## src/rtl/lcd_spi_sink_pkg.sv

```systemverilog
// rtl/lcd_spi_sink_pkg.sv - command codes, decoder states and window helper for lcd_spi_sink
package lcd_spi_sink_pkg;

  localparam logic [7:0] CMD_CASET = 8'h2A;
  localparam logic [7:0] CMD_RASET = 8'h2B;
  localparam logic [7:0] CMD_RAMWR = 8'h2C;

  typedef enum logic [2:0] {
    ST_IDLE    = 3'd0,
    ST_CASET_P = 3'd1,
    ST_RASET_P = 3'd2,
    ST_RAMWR   = 3'd3,
    ST_SKIP    = 3'd4
  } state_e;

  function automatic logic win_ok(input logic [15:0] start, input logic [15:0] stop,
                                  input logic [31:0] dim);
    return (start <= stop) && ({16'd0, stop} < dim);
  endfunction

endpackage

```

## src/rtl/lcd_spi_byte_rx.sv

```systemverilog
// rtl/lcd_spi_byte_rx.sv - pin synchronisers and SPI mode-0 byte deserialiser
module lcd_spi_byte_rx (
  input  logic       clk,
  input  logic       rst_n,
  input  logic       lcd_spi_sclk,
  input  logic       lcd_spi_mosi,
  input  logic       lcd_spi_cs,
  input  logic       lcd_dc,
  input  logic       lcd_reset,
  output logic       byte_valid,
  output logic [7:0] byte_data,
  output logic       byte_dc,
  output logic       err,
  output logic       panel_rst_n
);

  // Bit order in the synchroniser vectors: {lcd_reset, dc, cs, mosi, sclk}
  localparam logic [4:0] SYNC_RST = 5'b10100;

  logic [4:0] meta_q, meta_d, sync_q, sync_d;
  logic       sclk_last_q, sclk_last_d, cs_last_q, cs_last_d;
  logic [6:0] shift_q, shift_d;
  logic [2:0] cnt_q, cnt_d;
  logic       byte_valid_q, byte_valid_d, byte_dc_q, byte_dc_d, err_q, err_d;
  logic [7:0] byte_data_q, byte_data_d;
  logic       sclk_rise, cs_rise, sample;

  always_comb begin
    meta_d       = {lcd_reset, lcd_dc, lcd_spi_cs, lcd_spi_mosi, lcd_spi_sclk};
    sync_d       = meta_q;
    sclk_last_d  = sync_q[0];
    cs_last_d    = sync_q[2];
    sclk_rise    = sync_q[0] & ~sclk_last_q;
    cs_rise      = sync_q[2] & ~cs_last_q;
    // An sclk edge that lands together with the cs rise still belongs to the byte
    sample       = sclk_rise & (~sync_q[2] | cs_rise);
    shift_d      = shift_q;
    cnt_d        = cnt_q;
    byte_valid_d = 1'b0;
    byte_data_d  = byte_data_q;
    byte_dc_d    = byte_dc_q;
    err_d        = 1'b0;
    if (!sync_q[4]) begin
      cnt_d = 3'd0;
    end else begin
      if (sample) begin
        shift_d = {shift_q[5:0], sync_q[1]};
        cnt_d   = cnt_q + 3'd1;
        if (cnt_q == 3'd7) begin
          byte_valid_d = 1'b1;
          byte_data_d  = {shift_q, sync_q[1]};
          byte_dc_d    = sync_q[3];
        end
      end
      if (cs_rise) begin
        err_d = (cnt_d != 3'd0);
        cnt_d = 3'd0;
      end
    end
  end

  always_ff @(posedge clk or negedge rst_n) begin
    if (!rst_n) begin
      meta_q       <= SYNC_RST;
      sync_q       <= SYNC_RST;
      sclk_last_q  <= 1'b0;
      cs_last_q    <= 1'b1;
      shift_q      <= '0;
      cnt_q        <= '0;
      byte_valid_q <= 1'b0;
      byte_data_q  <= '0;
      byte_dc_q    <= 1'b0;
      err_q        <= 1'b0;
    end else begin
      meta_q       <= meta_d;
      sync_q       <= sync_d;
      sclk_last_q  <= sclk_last_d;
      cs_last_q    <= cs_last_d;
      shift_q      <= shift_d;
      cnt_q        <= cnt_d;
      byte_valid_q <= byte_valid_d;
      byte_data_q  <= byte_data_d;
      byte_dc_q    <= byte_dc_d;
      err_q        <= err_d;
    end
  end

  assign byte_valid  = byte_valid_q;
  assign byte_data   = byte_data_q;
  assign byte_dc     = byte_dc_q;
  assign err         = err_q;
  assign panel_rst_n = sync_q[4];

endmodule

```

## src/rtl/lcd_spi_sink.sv

```systemverilog
// rtl/lcd_spi_sink.sv - LCD SPI command decoder: address window, RAMWR pixel stream
module lcd_spi_sink
  import lcd_spi_sink_pkg::*;
#(
  parameter logic [31:0] SCREEN_WIDTH  = 32'd240,
  parameter logic [31:0] SCREEN_HEIGHT = 32'd240
) (
  input  logic        clk,
  input  logic        rst_n,
  input  logic        lcd_spi_sclk,
  input  logic        lcd_spi_mosi,
  input  logic        lcd_spi_cs,
  input  logic        lcd_dc,
  input  logic        lcd_reset,
  output logic        byte_valid,
  output logic [7:0]  byte_data,
  output logic        byte_dc,
  output logic        cmd_valid,
  output logic        pix_valid,
  output logic [15:0] pix_x,
  output logic [15:0] pix_y,
  output logic [15:0] pix_data,
  output logic        frame_done,
  output logic        err
);

  localparam logic [15:0] XMAX = 16'(SCREEN_WIDTH - 32'd1);
  localparam logic [15:0] YMAX = 16'(SCREEN_HEIGHT - 32'd1);

  logic        rx_err, panel_rst_n;
  state_e      state_q, state_d;
  logic [1:0]  pcnt_q, pcnt_d;
  logic [23:0] pbuf_q, pbuf_d;
  logic [15:0] xs_q, xs_d, xe_q, xe_d, ys_q, ys_d, ye_q, ye_d;
  logic [15:0] ptr_x_q, ptr_x_d, ptr_y_q, ptr_y_d;
  logic        phase_q, phase_d;
  logic [7:0]  hi_q, hi_d;
  logic        cmd_valid_q, cmd_valid_d, pix_valid_q, pix_valid_d;
  logic        frame_done_q, frame_done_d, err_q, err_d;
  logic [15:0] pix_x_q, pix_x_d, pix_y_q, pix_y_d, pix_data_q, pix_data_d;
  logic [15:0] p_start, p_end;

  lcd_spi_byte_rx u_rx (
    .clk         (clk),
    .rst_n       (rst_n),
    .lcd_spi_sclk(lcd_spi_sclk),
    .lcd_spi_mosi(lcd_spi_mosi),
    .lcd_spi_cs  (lcd_spi_cs),
    .lcd_dc      (lcd_dc),
    .lcd_reset   (lcd_reset),
    .byte_valid  (byte_valid),
    .byte_data   (byte_data),
    .byte_dc     (byte_dc),
    .err         (rx_err),
    .panel_rst_n (panel_rst_n)
  );

  always_comb begin
    state_d      = state_q;
    pcnt_d       = pcnt_q;
    pbuf_d       = pbuf_q;
    xs_d         = xs_q;
    xe_d         = xe_q;
    ys_d         = ys_q;
    ye_d         = ye_q;
    ptr_x_d      = ptr_x_q;
    ptr_y_d      = ptr_y_q;
    phase_d      = phase_q;
    hi_d         = hi_q;
    cmd_valid_d  = 1'b0;
    pix_valid_d  = 1'b0;
    frame_done_d = 1'b0;
    err_d        = rx_err;
    pix_x_d      = pix_x_q;
    pix_y_d      = pix_y_q;
    pix_data_d   = pix_data_q;
    p_start      = pbuf_q[23:8];
    p_end        = {pbuf_q[7:0], byte_data};
    if (!panel_rst_n) begin
      state_d = ST_IDLE;
      xs_d    = '0;
      xe_d    = XMAX;
      ys_d    = '0;
      ye_d    = YMAX;
      ptr_x_d = '0;
      ptr_y_d = '0;
      phase_d = 1'b0;
      pcnt_d  = '0;
    end else if (byte_valid && !byte_dc) begin
      // Any command drops an odd RAMWR byte or unfinished parameter list
      cmd_valid_d = 1'b1;
      phase_d     = 1'b0;
      pcnt_d      = '0;
      case (byte_data)
        CMD_CASET: state_d = ST_CASET_P;
        CMD_RASET: state_d = ST_RASET_P;
        CMD_RAMWR: begin
          state_d = ST_RAMWR;
          ptr_x_d = xs_q;
          ptr_y_d = ys_q;
        end
        default:   state_d = ST_SKIP;
      endcase
    end else if (byte_valid) begin
      case (state_q)
        ST_CASET_P, ST_RASET_P: begin
          pcnt_d = pcnt_q + 2'd1;
          pbuf_d = {pbuf_q[15:0], byte_data};
          if (pcnt_q == 2'd3) begin
            state_d = ST_SKIP;
            if (state_q == ST_CASET_P) begin
              if (win_ok(p_start, p_end, SCREEN_WIDTH)) begin
                xs_d = p_start;
                xe_d = p_end;
              end else begin
                err_d = 1'b1;
              end
            end else if (win_ok(p_start, p_end, SCREEN_HEIGHT)) begin
              ys_d = p_start;
              ye_d = p_end;
            end else begin
              err_d = 1'b1;
            end
          end
        end
        ST_RAMWR: begin
          phase_d = ~phase_q;
          if (!phase_q) begin
            hi_d = byte_data;
          end else begin
            pix_valid_d = 1'b1;
            pix_x_d     = ptr_x_q;
            pix_y_d     = ptr_y_q;
            pix_data_d  = {hi_q, byte_data};
            if (ptr_x_q < xe_q) begin
              ptr_x_d = ptr_x_q + 16'd1;
            end else if (ptr_y_q < ye_q) begin
              ptr_x_d = xs_q;
              ptr_y_d = ptr_y_q + 16'd1;
            end else begin
              frame_done_d = 1'b1;
              ptr_x_d      = xs_q;
              ptr_y_d      = ys_q;
            end
          end
        end
        default: ;
      endcase
    end
  end

  always_ff @(posedge clk or negedge rst_n) begin
    if (!rst_n) begin
      state_q      <= ST_IDLE;
      pcnt_q       <= '0;
      pbuf_q       <= '0;
      xs_q         <= '0;
      xe_q         <= XMAX;
      ys_q         <= '0;
      ye_q         <= YMAX;
      ptr_x_q      <= '0;
      ptr_y_q      <= '0;
      phase_q      <= 1'b0;
      hi_q         <= '0;
      cmd_valid_q  <= 1'b0;
      pix_valid_q  <= 1'b0;
      frame_done_q <= 1'b0;
      err_q        <= 1'b0;
      pix_x_q      <= '0;
      pix_y_q      <= '0;
      pix_data_q   <= '0;
    end else begin
      state_q      <= state_d;
      pcnt_q       <= pcnt_d;
      pbuf_q       <= pbuf_d;
      xs_q         <= xs_d;
      xe_q         <= xe_d;
      ys_q         <= ys_d;
      ye_q         <= ye_d;
      ptr_x_q      <= ptr_x_d;
      ptr_y_q      <= ptr_y_d;
      phase_q      <= phase_d;
      hi_q         <= hi_d;
      cmd_valid_q  <= cmd_valid_d;
      pix_valid_q  <= pix_valid_d;
      frame_done_q <= frame_done_d;
      err_q        <= err_d;
      pix_x_q      <= pix_x_d;
      pix_y_q      <= pix_y_d;
      pix_data_q   <= pix_data_d;
    end
  end

  assign cmd_valid  = cmd_valid_q;
  assign pix_valid  = pix_valid_q;
  assign frame_done = frame_done_q;
  assign err        = err_q;
  assign pix_x      = pix_x_q;
  assign pix_y      = pix_y_q;
  assign pix_data   = pix_data_q;

endmodule

```

## config.mk

```make
export PLATFORM = sky130hd
export DESIGN_NAME = lcd_spi_sink
export DESIGN_NICKNAME = d
export VERILOG_FILES = /design/src/rtl/lcd_spi_sink_pkg.sv /design/src/rtl/lcd_spi_byte_rx.sv /design/src/rtl/lcd_spi_sink.sv
export SDC_FILE = /design/constraint.sdc
export NUM_CORES = 1
export LEC_CHECK = 0
export CAP_MARGIN = 20
export CORE_MARGIN = 2
export CORE_UTILIZATION = 59
export DETAILED_ROUTE_END_ITERATION = 10
export PLACE_DENSITY = 0.79
export SETUP_SLACK_MARGIN = 0.3
export SYNTH_ARGS = -nofsm -noshare
export SYNTH_HDL_FRONTEND = slang
export SYNTH_SLANG_ARGS = --single-unit
```

## constraint.sdc

```tcl
create_clock -name clk -period 3.6 [get_ports clk]
set_input_delay 0.72 -clock clk [delete_from_list [all_inputs] [get_ports clk]]
set_output_delay 0.72 -clock clk [all_outputs]
set_load 0.1 [all_outputs]
```

==> results of run 1 <==
==> worst paths after layout <==
kind	from	endpoint	slack, ns	cells past startpoint
setup / recovery	u_rx.byte_data[7]	xs_q[7]	0.62	9
max in group asynchronous	rst_n	ye_q[10]	2.36	2
hold / removal	rst_n	pix_x[9]	0.25	1
setup reg to reg	u_rx.byte_data[7]	xs_q[7]	0.62	9
hold reg to reg	u_rx.meta_q[1]	u_rx.sync_q[1]	0.35	0
min in group clk	u_rx.meta_q[1]	u_rx.sync_q[1]	0.35	0
==> cells by family (layout without fill, tap and decap cells) <==
| group | count (synthesis) | in the layout | synth area share |
|---|---|---|---|
| and+or+nand+nor | 287 | 287 | 0.1273 |
| DFF | 219 | 219 | 0.5243 |
| muxes | 150 | 150 | 0.1513 |
| AOI/OAI and AO/OA | 144 | 144 | 0.09166 |
| buffers and inverters | 110 | 197 | 0.04219 |
| adders and majority gates | 51 | 51 | 0.06079 |
| xor gates and xnor gates | 3 | 3 | 0.002503 |
==> worst reg2reg max path, cell delays in order, from the launching register on <==
cell,delay [ns]
dfrtp_1,0.45
inv_1,0.13
ha_1,0.33
a21oi_1,0.15
o21ai_0,0.10
o2bb2ai_1,0.13
o41a_1,0.53
nor4_4,0.28
buf_4,0.48
mux2i_1,0.31
==> metrics by stage <==
stage | instances | setup WS, ns | hold WS [ns] | util | cell area [um^2]
finish | 1276 | 0.6223 | 0.2468 | 0.7038 | 12220
global route | 1276 | 0.4647 | 0.3192 | 0.7038 | 12220
CTS | 1275 | 0.4344 | 0.3091 | 0.7033 | 12210
detailed placement | 1233 | 0.5249 | 0.3386 | 0.6590 | 11440
global placement | 1233 | 0.6257 | 0.3315 | 0.6590 | 11440
floorplan | 964 | 0.3308 | 0.3312 | - | 10500
==> cells in the mapped netlist (all sizes together) (2+ instances only) <==
| cell type | count | area [um^2] |
|---|---|---|
| a2111oi | 2 | 18.77 |
| a211o | 2 | 17.52 |
| a211oi | 5 | 37.54 |
| a21boi | 2 | 15.02 |
| a21o | 3 | 22.52 |
| a21oi | 23 | 115.1 |
| a2bb2oi | 4 | 35.03 |
| and2 | 4 | 25.02 |
| and3 | 6 | 37.54 |
| and4 | 2 | 17.52 |
| buf | 16 | 88.83 |
| clkbuf | 28 | 106.4 |
| dfrtp | 200 | 5005 |
| dfstp | 19 | 499.2 |
| ha | 51 | 638.1 |
| inv | 66 | 247.7 |
| mux2 | 69 | 777.0 |
| mux2i | 81 | 810.8 |
| nand2 | 124 | 465.5 |
| nand2b | 4 | 25.02 |
| nand3 | 20 | 100.1 |
| nand4 | 16 | 100.1 |
| nor2 | 53 | 198.9 |
| nor2b | 11 | 68.82 |
| nor3 | 27 | 135.1 |
| nor4 | 10 | 83.83 |
| o21a | 2 | 15.01 |
| o21ai | 47 | 235.2 |
| o221ai | 9 | 78.83 |
| o22ai | 3 | 18.77 |
| o2bb2ai | 20 | 175.2 |
| o31ai | 14 | 105.1 |
| or3 | 2 | 12.51 |
| xnor2 | 2 | 17.52 |
==> where the power goes <==
part	switching (W)	total, W	internal [W]
Clock	0.000948	0.00236	0.00141
Sequential	0.0000587	0.00258	0.00252
Combinational	0.000132	0.000201	0.0000683
Total	0.00114	0.00514	0.00400
==> metal layers <==
metal | track usage | vias up | wire length, um
met5 | 0 | - | 0
met1 | 0.3595 | 3765 | 10600
met2 | 0.4378 | 183 | 11500
met4 | 0.07789 | 0 | 730
li1 | - | 3563 | -
met3 | 0.03753 | 49 | 1019
==> final cells by class <==
type                            count  area, um^2
Sequential cell                   219        5505
Fill cell                        1294        5141
Multi-Input combinational cell    635        4566
Timing Repair Buffer               89       845.8
Clock buffer                       39       748.2
Tap cell                          225       281.5
Inverter                           66       247.7
Clock inverter                      3       21.27
==> out/qor.csv, run 1 <==
stage;metric;value;unit
run_status;status;finished clean;
yosys;Mean Syn Cell Area;10.89;um^2
floorplanning;Die W;137.4;um
yosys;synth unique cells;62;
min_path;HP Class;primary input to async pin;
route;Vias/cell;5.925;
power;PwrDens;420.8;nW/um^2
route;WL final;23850;um
clock_network;worst skew pair latency;0.52;ns
global_route;first-pass GRT wire length;38760;um
sta;final setup fails;0;
run;MaxCap Viol Count;0;
final_layout;max reg flops;24;
clock_network;clock-pin slew on the worst setup and hold paths;0.06;ns
sta;Setup TNS;0;ns
route;vias;7560;
floorplanning;Die Height;137.4;um
sta;fin crit share;0.8271;
sta;worst slew pin tran;0.9935;ns
sta;Fin. Hold Viols;0;
yosys;Synth Cell Area;10500;um^2
setup_path;CP cell instances;inv_1 -> ha_1 -> a21oi_1 -> o21ai_0 -> o2bb2ai_1 -> o41a_1 -> nor4_4 -> buf_4 -> mux2i_1;
yosys;register bit count reported by yosys;219;
sta;fmax;335.8;MHz
global_route;largest net degree at the start of global routing;108;
yosys;synthesized instance count;964;
setup_path;Crit path max-delay family;compound AO/OA/AOI/OAI gates;
setup_path;Slowest-stage cell, CP;o41a_1;
setup_path;crit path max fanout;32;
placement;Final Wtd Congestion;0.8493;
final_layout;layout cells sized above 1;0.1342;
route;drt pass-1 iters;5;
global_route;vias in the first global route;7489;
clock_network;clk root buf;clkbuf_16;
global_route;initial antenna violation count;0;
clock_network;hold_buf cts;0;
route;Iteration-0 DRC Markers;563;
clock_network;CTS sink count;219;
setup_path;CP endpoint kind;register;
sta;post-layout min period;2.978;ns
floorplanning;initial core utilization;0.6048;
placement;DPL Wire Length;16420;um
final_layout;most common cell after layout, fill and taps aside;dfrtp_1;
route;DRC;0;
setup_path;critical path data required time;4.02;ns
yosys;warnings from Yosys;0;
setup_path;crit path kind;register to register;
yosys;async set or reset register ratio after synthesis;1.000;
clock_network;CTS H-tree depth;1;
setup_path;crit path buf inv count;2;
clock_network;Setup Buffers After CTS;0;
floorplanning;Ports;69;
clock_network;post-CTS sizing;0;
route;drt wl/cell;18.69;um
route;Routed Antenna Nets;0;
floorplanning;area of the core;17360;um^2
clock_network;CTS max path bufs;3;
final_layout;n_diodes;0;
final_layout;register bank with the most flops;pbuf_q;
sta;Slew Viols, Final;0;
sta;RSZ-0062 raised after global routing;false;
setup_path;Startpoint Class;register;
sta;Worst slew margin;0.3356;
placement;IO Port Bufs;68;
final_layout;most frequent cells in the layout;dfrtp_1 (199), nand2_1 (123), mux2i_1 (81);
global_route;GRT overflow;0;
power;maximum vdd drop;0.4372;mV
power;Pleak;5.554;nW
floorplanning;# rows;48;
power;Tot Pwr;0.005141;W
global_route;gr usage total;0.2624;
final_layout;Synth-to-Final Area Change;16.37;%
setup_path;Worst path max stage delay;0.53;ns
yosys;sequential share of the synthesized area;0.5243;
yosys;number of synthesized flops with an enable pin;0;
floorplanning;DIE AREA;18880;um^2
yosys;post-synth net total;1022;
sta;Layout Skew;0.01429;ns
clock_network;total CTS buffers;24;
final_layout;number of nets in the layout;1093;
yosys;Synth Flop Type;dfrtp_1;
setup_path;crit path DAT;3.39;ns
clock_network;CTS tree;built;
(Power assumes the default switching activity.)
==> inputs of run 2 (changes only) <==
- CORE_UTILIZATION: 59 -> 54
- PLACE_DENSITY: 0.79 -> 0.76
- clock period: 3.6 -> 2.7 ns (I/O delays scaled with it)
==> run 2 against run 1 <==
The run now ends with negative hold slack left. Wire length increased by 10%. Clock skew is 0.0038 ns lower. Design area up 9.2%. Register-to-register slack got worse by 0.55 ns. Hold slack got worse by 0.25 ns. Clock-buffer cell count is the same. Sequential share of layout area is 3.6 points lower. Via count is 4.3% higher. Total power rose by 35%. Combinational power increased by 61%. Setup slack got worse by 0.55 ns. Critical path type unchanged.
==> out/qor.csv, run 2 (synthesis results as in run 1) <==
stage;metric;value;unit
setup_path;r2r startpoint;ye_q[1];
clock_network;hold_buf cts;0;
sta;Setup TNS;0;ns
global_route;gr usage total;0.2529;
sta;worst slew pin tran;0.6657;ns
sta;post-layout min period;2.631;ns
setup_path;reg-to-reg endpoint;ptr_y_q[8];
route;Routed Antenna Nets;0;
setup_path;R2R setup slack;0.07;ns
floorplanning;# rows;50;
sta;Hold Slack;-0.006597;ns
floorplanning;Die Height;143.4;um
final_layout;number of nets in the layout;1158;
final_layout;sequential cell area;5538;um^2
sta;fmax;380.0;MHz
setup_path;CP cell instances;inv_2 -> ha_4 -> a2111o_1 -> a2bb2oi_2 -> or4b_4 -> clkbuf_16 -> o31ai_1 -> o2bb2ai_1;
global_route;met1 Track Usage GR;0.3400;
final_layout;register bank with the most flops;pbuf_q;
power;maximum vdd drop;0.5357;mV
global_route;first-pass GRT wire length;40900;um
clock_network;CTS sink count;219;
placement;Final Wtd Congestion;0.8456;
final_layout;fill cell count;1338;
sta;Layout Skew;0.01046;ns
global_route;GRT overflow;0;
sta;RSZ-0062 raised after global routing;true;
setup_path;crit path max fanout;5;
global_route;vias in the first global route;7833;
global_route;initial antenna violation count;0;
final_layout;most common cell after layout, fill and taps aside;dfrtp_1;
sta;final setup fails;0;
min_path;HP Class;primary input to async pin;
clock_network;clk root buf;clkbuf_16;
route;drt wl/cell;19.06;um
final_layout;Synth-to-Final Area Change;27.08;%
final_layout;most frequent cells in the layout;dfrtp_1 (189), buf_4 (125), nand2_1 (122);
placement;DPL Wire Length;16700;um
final_layout;max reg flops;24;
sta;Worst slew margin;0.5521;
floorplanning;area of the core;18890;um^2
clock_network;worst skew pair latency;0.51;ns
clock_network;total CTS buffers;24;
route;Vias/cell;5.722;
final_layout;n_diodes;0;
global_route;met2 GRT Util;0.4261;
setup_path;crit path kind;register to register;
floorplanning;initial core utilization;0.5556;
clock_network;CTS max path bufs;3;
sta;Slew Viols, Final;0;
clock_network;CTS tree;built;
setup_path;crit path DAT;3.06;ns
run_status;status;finished, violations left;
setup_path;CP endpoint kind;register;
global_route;met3 usage in global routing;0.03599;
route;DRC;0;
setup_path;Worst path max stage delay;0.56;ns
sta;fin crit share;0.9746;
clock_network;clock-pin slew on the worst setup and hold paths;0.06;ns
floorplanning;Ports;69;
final_layout;Core Util, Final;0.7061;
sta;Fin. Hold Viols;6;
final_layout;multi-input logic area;4980;um^2
run;MaxCap Viol Count;0;
floorplanning;Die W;143.4;um
final_layout;layout cells sized above 1;0.2987;
run_status;failing checks;negative hold slack;
setup_path;Slowest-stage cell, CP;or4b_4;
setup_path;R2R depth;8;
route;WL final;26270;um
setup_path;critical path data required time;3.13;ns
global_route;largest net degree at the start of global routing;77;
placement;IO Port Bufs;68;
route;vias;7885;
route;drt pass-1 iters;5;
clock_network;CTS H-tree depth;1;
global_route;GRT Max-Usage Layer;met2;
route;Iteration-0 DRC Markers;581;
setup_path;Crit path max-delay family;compound AO/OA/AOI/OAI gates;
setup_path;crit path buf inv count;2;
floorplanning;DIE AREA;20570;um^2
setup_path;Startpoint Class;register;
power;PwrDens;519.4;nW/um^2
power;Pleak;6.126;nW
-- run 2: cell count changes in the layout (fill, tap and decap cells not counted), moves of 6 or more --
| cell | delta |
|---|---|
| buf_12 | +6 |
| buf_4 | +97 |
| buf_6 | +6 |
| clkdlybuf4s50_1 | -53 |
| dfrtp_1 | -10 |
| dfrtp_4 | +8 |
| ha_1 | -11 |
| ha_4 | +10 |
| inv_1 | -11 |
| nor3_1 | -8 |
| nor3_2 | +7 |
| o31ai_1 | -7 |
-- run 2: area by class of cell --
class | count | area share
clock buffer | 39 | 0.05384
timing repair buffer | 154 | 0.1095
tap | 260 | 0.02439
multi-input combinational | 635 | 0.3733
sequential | 219 | 0.4151
clock inverter | 5 | 0.003752
inverter | 66 | 0.02007
-- run 2: worst reg2reg max path, cell delays in order, from the launching register on --
cell and delay (ns):
dfstp_2 0.54, inv_2 0.05, ha_4 0.22, a2111o_1 0.41
a2bb2oi_2 0.16, or4b_4 0.56, clkbuf_16 0.19, o31ai_1 0.28
o2bb2ai_1 0.15
-- run 2: metal layers --
| metal | vias to the layer above | part of all wire |
|---|---|---|
| li1 | 3682 | - |
| met1 | 3928 | 0.43 |
| met2 | 227 | 0.49 |
| met3 | 48 | 0.048 |
| met4 | 0 | 0.026 |
| met5 | - | 0 |
-- run 2: worst max path at each step --
stage                   to  cells after the start  slack [ns]               from
2_1_floorplan      xs_q[0]                      9        0.23  u_rx.byte_data[1]
3_3_place_gp    ptr_y_q[4]                      8        0.18        ptr_x_q[13]
3_5_place_dp    ptr_y_q[7]                      8        0.13            ye_q[1]
4_1_cts        ptr_y_q[10]                      8        0.17            ye_q[1]
5_1_grt        ptr_y_q[14]                      9        0.02            ye_q[1]
6_report        ptr_y_q[8]                      8        0.07            ye_q[1]
-- run 2: stage by stage --
stage               total power, W  instances  hold slack (ns)  setup slack (ns)  cell area, um^2
floorplan                 0.003613        964           0.2444            0.2296            10660
global placement          0.003769       1291           0.3328            0.1786            11680
detailed placement        0.003781       1291           0.3347            0.1258            11680
CTS                       0.006957       1364          0.02018            0.1691            12890
global route              0.007175       1378          0.04115           0.01671            13340
finish                    0.006929       1378        -0.006597           0.06852            13340
-- run 2: timing repair --
action | in CTS | in global routing
setup endpoints to repair | 75 | 94
setup buffers | 25 | 9
resized for setup | 31 | 53
gates cloned | 4 | 5
pin swaps | 9 | 20
-- run 2: power by group --
| part | total, W | switching, W | leakage, nW | internal (W) |
|---|---|---|---|---|
| combinational | 0.000323 | 0.000210 | 2.81 | 0.000113 |
| clock | 0.00318 | 0.00127 | 0.378 | 0.00191 |
| sequential | 0.00343 | 0.0000683 | 2.94 | 0.00336 |
